## config.mk

```make
export PLATFORM = sky130hd
export DESIGN_NAME = wr_pps_supervisor
export DESIGN_NICKNAME = d
export VERILOG_FILES = /design/src/rtl/wr_pps_supervisor.sv
export SDC_FILE = /design/constraint.sdc
export NUM_CORES = 1
export LEC_CHECK = 0
export BUFFER_PORTS_ARGS = -buffer_cell sky130_fd_sc_hd__buf_2
export CAP_MARGIN = 5
export CORE_MARGIN = 5
export CORE_UTILIZATION = 35
export DETAILED_ROUTE_END_ITERATION = 10
export PLACE_DENSITY = 0.58
export SLEW_MARGIN = 0
export SYNTH_ARGS = -nofsm -noshare
export SYNTH_HDL_FRONTEND = slang
export SYNTH_SLANG_ARGS = --single-unit
export TNS_END_PERCENT = 5
```

## constraint.sdc

```tcl
create_clock -name clk_sys_i -period 10.13 [get_ports clk_sys_i]
set_input_delay 1.5195 -clock clk_sys_i [delete_from_list [all_inputs] [get_ports clk_sys_i]]
set_output_delay 1.5195 -clock clk_sys_i [all_outputs]
set_load 0.02 [all_outputs]
```

## src/rtl/wr_pps_supervisor.sv

```systemverilog
// WR core PPS supervisor: resets the core, validates PPS period, declares lock,
// and restarts the core on timeout or on request.
module wr_pps_supervisor #(
  parameter int unsigned CLK_HZ       = 62500000,
  parameter int unsigned TOL          = 16,
  parameter int unsigned RESET_CYCLES = 1024,
  parameter int unsigned LOCK_COUNT   = 4,
  parameter int unsigned TIMEOUT_S    = 60
) (
  input  logic        clk_sys_i,
  input  logic        rst_n_i,
  input  logic        enable_i,
  input  logic        force_reset_i,
  input  logic        pps_i,
  output logic        wr_reset_o,
  output logic        locked_o,
  output logic [2:0]  state_o,
  output logic [31:0] period_o,
  output logic [15:0] err_count_o,
  output logic [15:0] resync_count_o
);

  typedef enum logic [2:0] {
    ST_IDLE    = 3'd0,
    ST_RESET   = 3'd1,
    ST_WAIT    = 3'd2,
    ST_ACQUIRE = 3'd3,
    ST_LOCKED  = 3'd4
  } state_t;

  state_t      state_q, state_d;
  logic [1:0]  rst_sync_q;
  logic        run;
  logic        pps_q;
  logic [31:0] cnt_q;
  logic [31:0] good_q, good_d;
  logic [31:0] rst_cnt_q;
  logic [31:0] presc_q, sec_q;
  logic [31:0] period_d;
  logic [31:0] meas;
  logic        pps_edge, meas_good, sec_tick, timeout, count_en;
  logic        err_inc, resync_inc;

  // Assertion is asynchronous; release reaches the logic two clocks later.
  always_ff @(posedge clk_sys_i or negedge rst_n_i) begin
    if (!rst_n_i) rst_sync_q <= '0;
    else          rst_sync_q <= {rst_sync_q[0], 1'b1};
  end
  assign run = rst_sync_q[1];

  assign pps_edge  = pps_i & ~pps_q;
  assign meas      = cnt_q + 32'd1;
  assign meas_good = (meas >= CLK_HZ - TOL) && (meas <= CLK_HZ + TOL);
  assign sec_tick  = (presc_q == CLK_HZ - 1);
  assign timeout   = ((state_q == ST_WAIT) || (state_q == ST_ACQUIRE)) &&
                     sec_tick && (sec_q == TIMEOUT_S - 1);

  always_comb begin
    state_d    = state_q;
    good_d     = good_q;
    period_d   = period_o;
    err_inc    = 1'b0;
    resync_inc = 1'b0;
    if (!enable_i) begin
      state_d = ST_IDLE;
    end else begin
      case (state_q)
        ST_IDLE:  state_d = ST_RESET;
        ST_RESET: if (rst_cnt_q == RESET_CYCLES - 1) state_d = ST_WAIT;
        ST_WAIT, ST_ACQUIRE, ST_LOCKED: begin
          if (force_reset_i || timeout) begin
            state_d    = ST_RESET;
            resync_inc = 1'b1;
          end else if (pps_edge) begin
            if (state_q == ST_WAIT) begin
              state_d = ST_ACQUIRE;
              good_d  = '0;
            end else begin
              period_d = meas;
              if (!meas_good) begin
                err_inc = 1'b1;
                good_d  = '0;
                state_d = ST_ACQUIRE;
              end else if (state_q == ST_ACQUIRE) begin
                good_d = good_q + 32'd1;
                if (good_q + 32'd1 == LOCK_COUNT) state_d = ST_LOCKED;
              end
            end
          end else if ((state_q != ST_WAIT) && (cnt_q >= CLK_HZ + TOL)) begin
            err_inc = 1'b1;
            state_d = ST_WAIT;
          end
        end
        default: state_d = ST_IDLE;
      endcase
    end
  end

  // Seconds count only while staying in WAIT/ACQUIRE; any other transition clears it.
  assign count_en = ((state_q == ST_WAIT) || (state_q == ST_ACQUIRE)) &&
                    ((state_d == ST_WAIT) || (state_d == ST_ACQUIRE));

  always_ff @(posedge clk_sys_i or negedge rst_n_i) begin
    if (!rst_n_i) begin
      state_q        <= ST_IDLE;
      pps_q          <= 1'b0;
      cnt_q          <= '0;
      good_q         <= '0;
      rst_cnt_q      <= '0;
      presc_q        <= '0;
      sec_q          <= '0;
      wr_reset_o     <= 1'b1;
      locked_o       <= 1'b0;
      period_o       <= '0;
      err_count_o    <= '0;
      resync_count_o <= '0;
    end else if (run) begin
      state_q <= state_d;
      pps_q   <= pps_i;
      good_q  <= good_d;
      period_o <= period_d;
      if (pps_edge)         cnt_q <= '0;
      else if (cnt_q != '1) cnt_q <= cnt_q + 32'd1;
      rst_cnt_q <= (state_q == ST_RESET) ? rst_cnt_q + 32'd1 : '0;
      if (count_en) begin
        if (sec_tick) begin
          presc_q <= '0;
          sec_q   <= sec_q + 32'd1;
        end else begin
          presc_q <= presc_q + 32'd1;
        end
      end else begin
        presc_q <= '0;
        sec_q   <= '0;
      end
      if (err_inc && (err_count_o != '1))       err_count_o    <= err_count_o + 16'd1;
      if (resync_inc && (resync_count_o != '1)) resync_count_o <= resync_count_o + 16'd1;
      wr_reset_o <= (state_d == ST_IDLE) || (state_d == ST_RESET);
      locked_o   <= (state_d == ST_LOCKED);
    end
  end

  assign state_o = state_q;

endmodule
```

==> summary.md, run 1 <==
| Metric | Value |
|---|---|
| Setup TNS | `0 ns` |
| Root Buffer Master | `clkbuf_16` |
| First-pass GRT wire length | `55730 um` |
| Largest net degree at the start of global routing | `99` |
| VDD IR max | `0.0001110 V` |
| DRT iter0 DRCs | `738` |
| Synth async-reset ratio | `100.0%` |
| Die area | `41250 um2` |
| # hold bufs at CTS | `0` |
| Post-synth top cells | `231 x dfrtp_1, 145 x nand2_1, 145 x o21ai_0` |
| Tcrit/Tclk final | `50.18%` |
| Input/output buffers | `73` |
| Worst reg-to-reg path cell count | `13` |
| Grt ovf | `0` |
| Final wirelength | `33260 um` |
| Die Y | `203.1 um` |
| Final ANT Viol Nets | `0` |
| Setup violations, final | `0` |
| Num ports | `74` |
| Area share of the leading cell type in the synthesized netlist | `44.30%` |
| Synthesized flop and latch total | `232` |
| CP startpoint | `cnt_q[0]$_DFFE_PN0P_` |
| RSZ-0062 raised after global routing | `false` |
| Avg WL per Cell | `16.66 um` |
| DRC | `0` |
| Critical R2R Capture | `presc_q[26]$_DFFE_PN0P_` |
| Post-Syn Nets | `1493` |
| Slew HR | `16.40%` |
| CTS max path bufs | `3` |
| Main area contributors after synthesis | `dfrtp_1 44%, o21ai_0 5.6%, xnor2_1 4.5%, nand2_1 4.2%, nor2_1 4.1%` |
| Clk sinks | `232` |
| NumNets Final | `1521` |
| Max-slew violation count | `0` |
| Clock transition at the registers of the reported paths | `0.06 ns` |
| Cell Rows | `70` |
| RR Startpoint | `cnt_q[0]$_DFFE_PN0P_` |
| Die X | `203.1 um` |
| Final hold slack | `0.3471 ns` |
| Fin crit period | `5.084 ns` |
| Leakage | `6.123 nW` |
| Worst Max-Slew Pin Slew | `1.254 ns` |
| Syn Std Cell Area | `13050 um2` |
| Peak fanout along the critical path | `40` |
| Number of flops mapped to enable cells by yosys | `0` |
| Post-CTS sizing | `0` |
| WP data required | `10.50 ns` |
| Vias | `11170` |
| HP Class | `register to register` |
| Max Cap Viol | `0` |
| Pwr Density | `141.9 nW/um2` |
| Post CTS Setup Buffer Count | `0` |
| Initial core utilization | `35.56%` |
| Number of global-route vias before repair | `10560` |
| Number of distinct library cells after synthesis | `78` |
| Ant. Diodes | `0` |
| CTS H-tree lvls | `1` |
| Synthesis-to-layout area growth | `12.94%` |
| Critical Path Start Type | `register` |
| CTS Buf Count | `28` |
| Initial antenna violation count | `1` |
| Vias per cell | `5.597` |
| Crit. End Element | `register` |
| Core footprint | `36700 um2` |
| Fmax | `196.7 MHz` |
| Status | `complete, no violations` |
| Yosys warns | `0` |
| DR pass1 iterations | `5` |
| Hold Fails Final Rpt | `0` |
| Final Wtd Congestion | `0.8386` |
| Worst clock skew | `0.01272 ns` |
| Mapped Avg Cell Area | `8.818 um2` |
| Top_reg_cell synth | `dfrtp_1` |
| CTS tree | `built` |
| Critical path arrival | `5.46 ns` |
| HPWL Detailed | `22400 um` |
| Seq/Total Area, Yosys | `44.50%` |
| R2R Setup Slk | `5.05 ns` |
| Most numerous cell in the Yosys netlist | `dfrtp_1` |
| Mapped Cells | `1480` |
| Clk Latency, worst-skew pair | `0.54 ns` |
| Tot GR Track Use | `15.85%` |
| CP endpoint | `presc_q[26]$_DFFE_PN0P_` |
| Share of cells above drive strength 1 | `10.67%` |
| Dominant cell type by area after synthesis | `dfrtp_1` |
| Crit Path Class | `register to register` |
[per-stage QoR]
stage,setup WS [ns],util [%],std cells,area (um2),total power (W)
6_report,5.046,40.16,1996,14740,0.002092
2_1_floorplan,6.237,-,1480,13050,0.001011
3_3_place_gp,5.154,37.48,1946,13760,0.001047
5_1_grt,4.612,40.16,1996,14740,0.002170
3_5_place_dp,5.047,37.48,1946,13760,0.001049
4_1_cts,5.013,40.16,1996,14740,0.002121
[layout make-up]
type                            count  area [um2]
Inverter                           34       127.6
Tap cell                          468       585.6
Multi-Input combinational cell   1126        6763
Clock inverter                     15       185.2
Sequential cell                   232        5807
Fill cell                        3652       21960
Clock buffer                       35       798.3
Timing Repair Buffer               86       473.0
[worst max-delay path: stages (launching register included)]
cell and delay (ns):
dfrtp_1 0.46, ha_1 0.39, nand4_4 0.20, nor3_1 0.65, mux2i_1 0.24, nor3_2 0.31, nand3_1 0.15, nor4_1 0.55
o2111ai_2 0.18, buf_4 0.25, o31a_1 0.30, buf_4 0.25, nor2_2 0.84, nor2_1 0.12
[routing by layer]
metal / up-vias / GRT usage, % / routed length, um
li1: 5400 / - / -
met1: 5466 / 23.20 / 16120
met2: 251 / 24.96 / 14790
met3: 54 / 2.172 / 1460
met4: 0 / 3.903 / 890
met5: - / 0 / 0
[worst min path at each step]
stage	from	endpoint	cells past startpoint
floorplan	rst_sync_q[0]$_DFF_PN0_	rst_sync_q[1]$_DFF_PN0_	0
finish	rst_sync_q[0]$_DFF_PN0_	rst_sync_q[1]$_DFF_PN0_	0
CTS	rst_sync_q[0]$_DFF_PN0_	rst_sync_q[1]$_DFF_PN0_	0
global placement	rst_sync_q[0]$_DFF_PN0_	rst_sync_q[1]$_DFF_PN0_	0
global route	rst_sync_q[0]$_DFF_PN0_	rst_sync_q[1]$_DFF_PN0_	0
detailed placement	rst_sync_q[0]$_DFF_PN0_	rst_sync_q[1]$_DFF_PN0_	0
[logic make-up after synthesis]
family | Yosys count | synth area share, %
AO/OA/AOI/OAI | 308 | 14.52
multiplexers | 17 | 1.371
adder cells (fa/ha/maj) | 8 | 0.7670
XOR/XNOR | 128 | 8.648
other | 1 | 0.02874
flip-flops | 232 | 44.50
AND/OR/NAND/NOR | 664 | 26.34
buffers and inverters | 122 | 3.835
[power breakdown]
| group | internal [W] | leakage, nW | switching (W) |
|---|---|---|---|
| Clock | 0.000657 | 0.491 | 0.000404 |
| Combinational | 0.0000191 | 2.42 | 0.0000598 |
| Sequential | 0.000935 | 3.21 | 0.0000163 |
[flip-flops by register name, indices dropped and copies added, names as in the netlist]
register and count:
sec_q 32, period_o 32, err_count_o 16, pps_q 1
rst_sync_q 2, locked_o 1, wr_reset_o 1, cnt_q 32
state_o 3, good_q 32, presc_q 32, rst_cnt_q 32
resync_count_o 16
[cells in the final DEF (no fill, tap or decap), types with 8 or more instances in the layout]
cell	synthesis	routed
dfrtp_1	231	231
nand2_1	145	145
o21ai_0	145	145
nor2_1	142	142
nand3_1	89	88
buf_2	19	72
xnor2_1	67	67
nand4_1	61	61
xor2_1	60	60
a21oi_1	53	53
and3_1	50	50
o31ai_1	44	44
nor3_1	40	40
inv_1	33	33
clkbuf_16	0	29
nor4_1	28	27
and2_1	16	16
or3_1	16	16
and4_1	15	15
or4_1	13	13
buf_4	3	13
mux2i_1	10	10
nor2b_1	10	9
nand2b_1	8	8
ha_1	8	8
clkinv_2	0	8
(Power assumes the default switching activity.)
==> inputs of run 2 (changes only) <==
==> constraint.sdc (replaced) <==
create_clock -name clk_sys_i -period 4.9 [get_ports clk_sys_i]
set_input_delay 0.735 -clock clk_sys_i [delete_from_list [all_inputs] [get_ports clk_sys_i]]
set_output_delay 0.735 -clock clk_sys_i [all_outputs]
set_load 0.02 [all_outputs]
==> run 2 against run 1 <==
Net effect:
- final cell count is 1.3% higher
- non-clock buffer count grew 27
- sequential share of layout area decreased by 0.26 points
- combinational power grew 140%
- highest routed layer unchanged
- routed wire length grew 2.0%
- maximum frequency up 12%
- count of clock-buffer cells in the layout rose by 5
==> summary.md, run 2 (synthesis results as in run 1) <==
| Metric | Value |
|---|---|
| HP Class | `input pin to asynchronous set/reset pin` |
| Clk Latency, worst-skew pair | `0.53 ns` |
| First-pass GRT wire length | `57670 um` |
| Input/output buffers | `73` |
| Final wirelength | `33920 um` |
| Root Buffer Master | `clkbuf_16` |
| Most frequent cells in the layout | `231 x dfrtp_1, 145 x nand2_1, 145 x o21ai_0` |
| Avg WL per Cell | `16.78 um` |
| GRT met3 Usage | `2.603%` |
| Max-slew violation count | `0` |
| Overall Power | `0.004095 W` |
| Placed cell count | `1972` |
| CTS max path bufs | `3` |
| RR Startpoint | `cnt_q[0]$_DFFE_PN0P_` |
| Cell Rows | `70` |
| Worst clock skew | `0.009954 ns` |
| Num ports | `74` |
| Critical R2R Capture | `err_count_o[1]$_DFFE_PN0P_` |
| Post-route cell area | `14840 um2` |
| Crit. End Element | `register` |
| Crit Path Class | `register to register` |
| Initial antenna violation count | `1` |
| RSZ-0062 raised after global routing | `false` |
| Number of global-route vias before repair | `11080` |
| Critical path arrival | `4.93 ns` |
| Peak fanout along the critical path | `11` |
| Initial core utilization | `35.56%` |
| Met1 global-route usage | `23.51%` |
| Post CTS Setup Buffer Count | `0` |
| DP Worst Slack | `0.1814 ns` |
| CTS Buf Count | `27` |
| Tot GR Track Use | `16.40%` |
| Leakage | `6.203 nW` |
| HPWL Detailed | `23310 um` |
| Share of cells above drive strength 1 | `11.86%` |
| Setup TNS | `0 ns` |
| Fin cells | `2021` |
| Commonest non-fill, non-tap cell in the layout | `dfrtp_1` |
| Slew HR | `23.62%` |
| Setup violations, final | `0` |
| Worst Max-Slew Pin Slew | `1.117 ns` |
| Grt ovf | `0` |
| Post-placement cell area | `13960 um2` |
| DR pass1 iterations | `5` |
| Final WS setup | `0.3755 ns` |
| # hold bufs at CTS | `0` |
| Max Cap Viol | `0` |
| Core footprint | `36700 um2` |
| GRT met2 Usage | `25.75%` |
| VDD IR max | `0.0001807 V` |
| NumNets Final | `1547` |
| Most crowded layer after global routing | `met2` |
| Pwr Density | `276.0 nW/um2` |
| Largest net degree at the start of global routing | `103` |
| Worst reg-to-reg path cell count | `11` |
| Final ANT Viol Nets | `0` |
| Fmax | `221.0 MHz` |
| Hold Fails Final Rpt | `0` |
| Vias | `11130` |
| CTS H-tree lvls | `1` |
| Die Y | `203.1 um` |
| Vias per cell | `5.509` |
| Status | `complete, no violations` |
| Die area | `41250 um2` |
| Clk sinks | `232` |
| Synthesis-to-layout area growth | `13.68%` |
| Clock transition at the registers of the reported paths | `0.06 ns` |
| R2R Setup Slk | `0.38 ns` |
| WP data required | `5.30 ns` |
| DRC | `0` |
| DRT iter0 DRCs | `793` |
| Final Wtd Congestion | `0.8845` |
| Fin crit period | `4.525 ns` |
| Tcrit/Tclk final | `92.34%` |
| CTS tree | `built` |
| Critical Path Start Type | `register` |
| Fill cell count | `3643` |
| Die X | `203.1 um` |
[run 2: timing repair]
action                                 in CTS  in global routing
resized for setup                           0                  2
endpoints found under the hold margin       0                  0
setup endpoints to repair                   0                 37
[run 2: worst max-delay path by stage]
| stage | startpoint | to | slack (ns) | cells past startpoint |
|---|---|---|---|---|
| after floorplan | cnt_q[0]$_DFFE_PN0P_ | good_q[25]$_DFFE_PN0P_ | 1.01 | 15 |
| after global placement | cnt_q[0]$_DFFE_PN0P_ | err_count_o[1]$_DFFE_PN0P_ | 0.36 | 10 |
| after detailed placement | cnt_q[0]$_DFFE_PN0P_ | err_count_o[1]$_DFFE_PN0P_ | 0.18 | 10 |
| after CTS | cnt_q[0]$_DFFE_PN0P_ | err_count_o[1]$_DFFE_PN0P_ | 0.16 | 10 |
| after global routing | cnt_q[0]$_DFFE_PN0P_ | good_q[25]$_DFFE_PN0P_ | 0.17 | 12 |
| final | cnt_q[0]$_DFFE_PN0P_ | err_count_o[1]$_DFFE_PN0P_ | 0.38 | 11 |
[run 2: power breakdown]
part / switching (W) / internal (W) / total (W)
Sequential: 0.0000200 / 0.00193 / 0.00195
Clock: 0.000787 / 0.00116 / 0.00195
Combinational: 0.000140 / 0.0000503 / 0.000190
Total: 0.000946 / 0.00315 / 0.00409
[run 2: critical path, cell delays in order, from the launching register on]
cell and delay [ns]:
dfrtp_1 0.48, ha_1 0.40, nand4_4 0.22, or4_4 0.65, nand4b_1 0.13, a21boi_1 0.07, o32ai_1 0.55, and4_1 0.40
a211oi_2 0.11, a21oi_1 0.76, buf_4 0.29, mux2_2 0.34
[run 2: per-layer routing]
| layer | vias to the layer above | part of all wire, % |
|---|---|---|
| li1 | 5440 | - |
| met4 | 0 | 3.0 |
| met5 | - | 0 |
| met3 | 54 | 4.2 |
| met2 | 218 | 44 |
| met1 | 5422 | 48 |
[run 2: per-stage QoR]
step | hold slack [ns] | util (%)
final | 0.1777 | 40.43
after global routing | 0.2210 | 40.43
after CTS | 0.1847 | 40.39
after detailed placement | 0.3381 | 38.05
after global placement | 0.3334 | 38.05
after floorplan | 0.3312 | -
[run 2: layout make-up]
cell class              count  area [um2]  area share (%)
diodes                      1       2.502         0.01687
clock buffers              40       794.5           5.355
well taps                 468       585.6           3.947
flip-flops and latches    232        5807           39.14
multi-input cells        1126        6768           45.62
inverters                  34       127.6          0.8602
repair buffers            113       688.2           4.639
clock inverters             7       62.56          0.4217
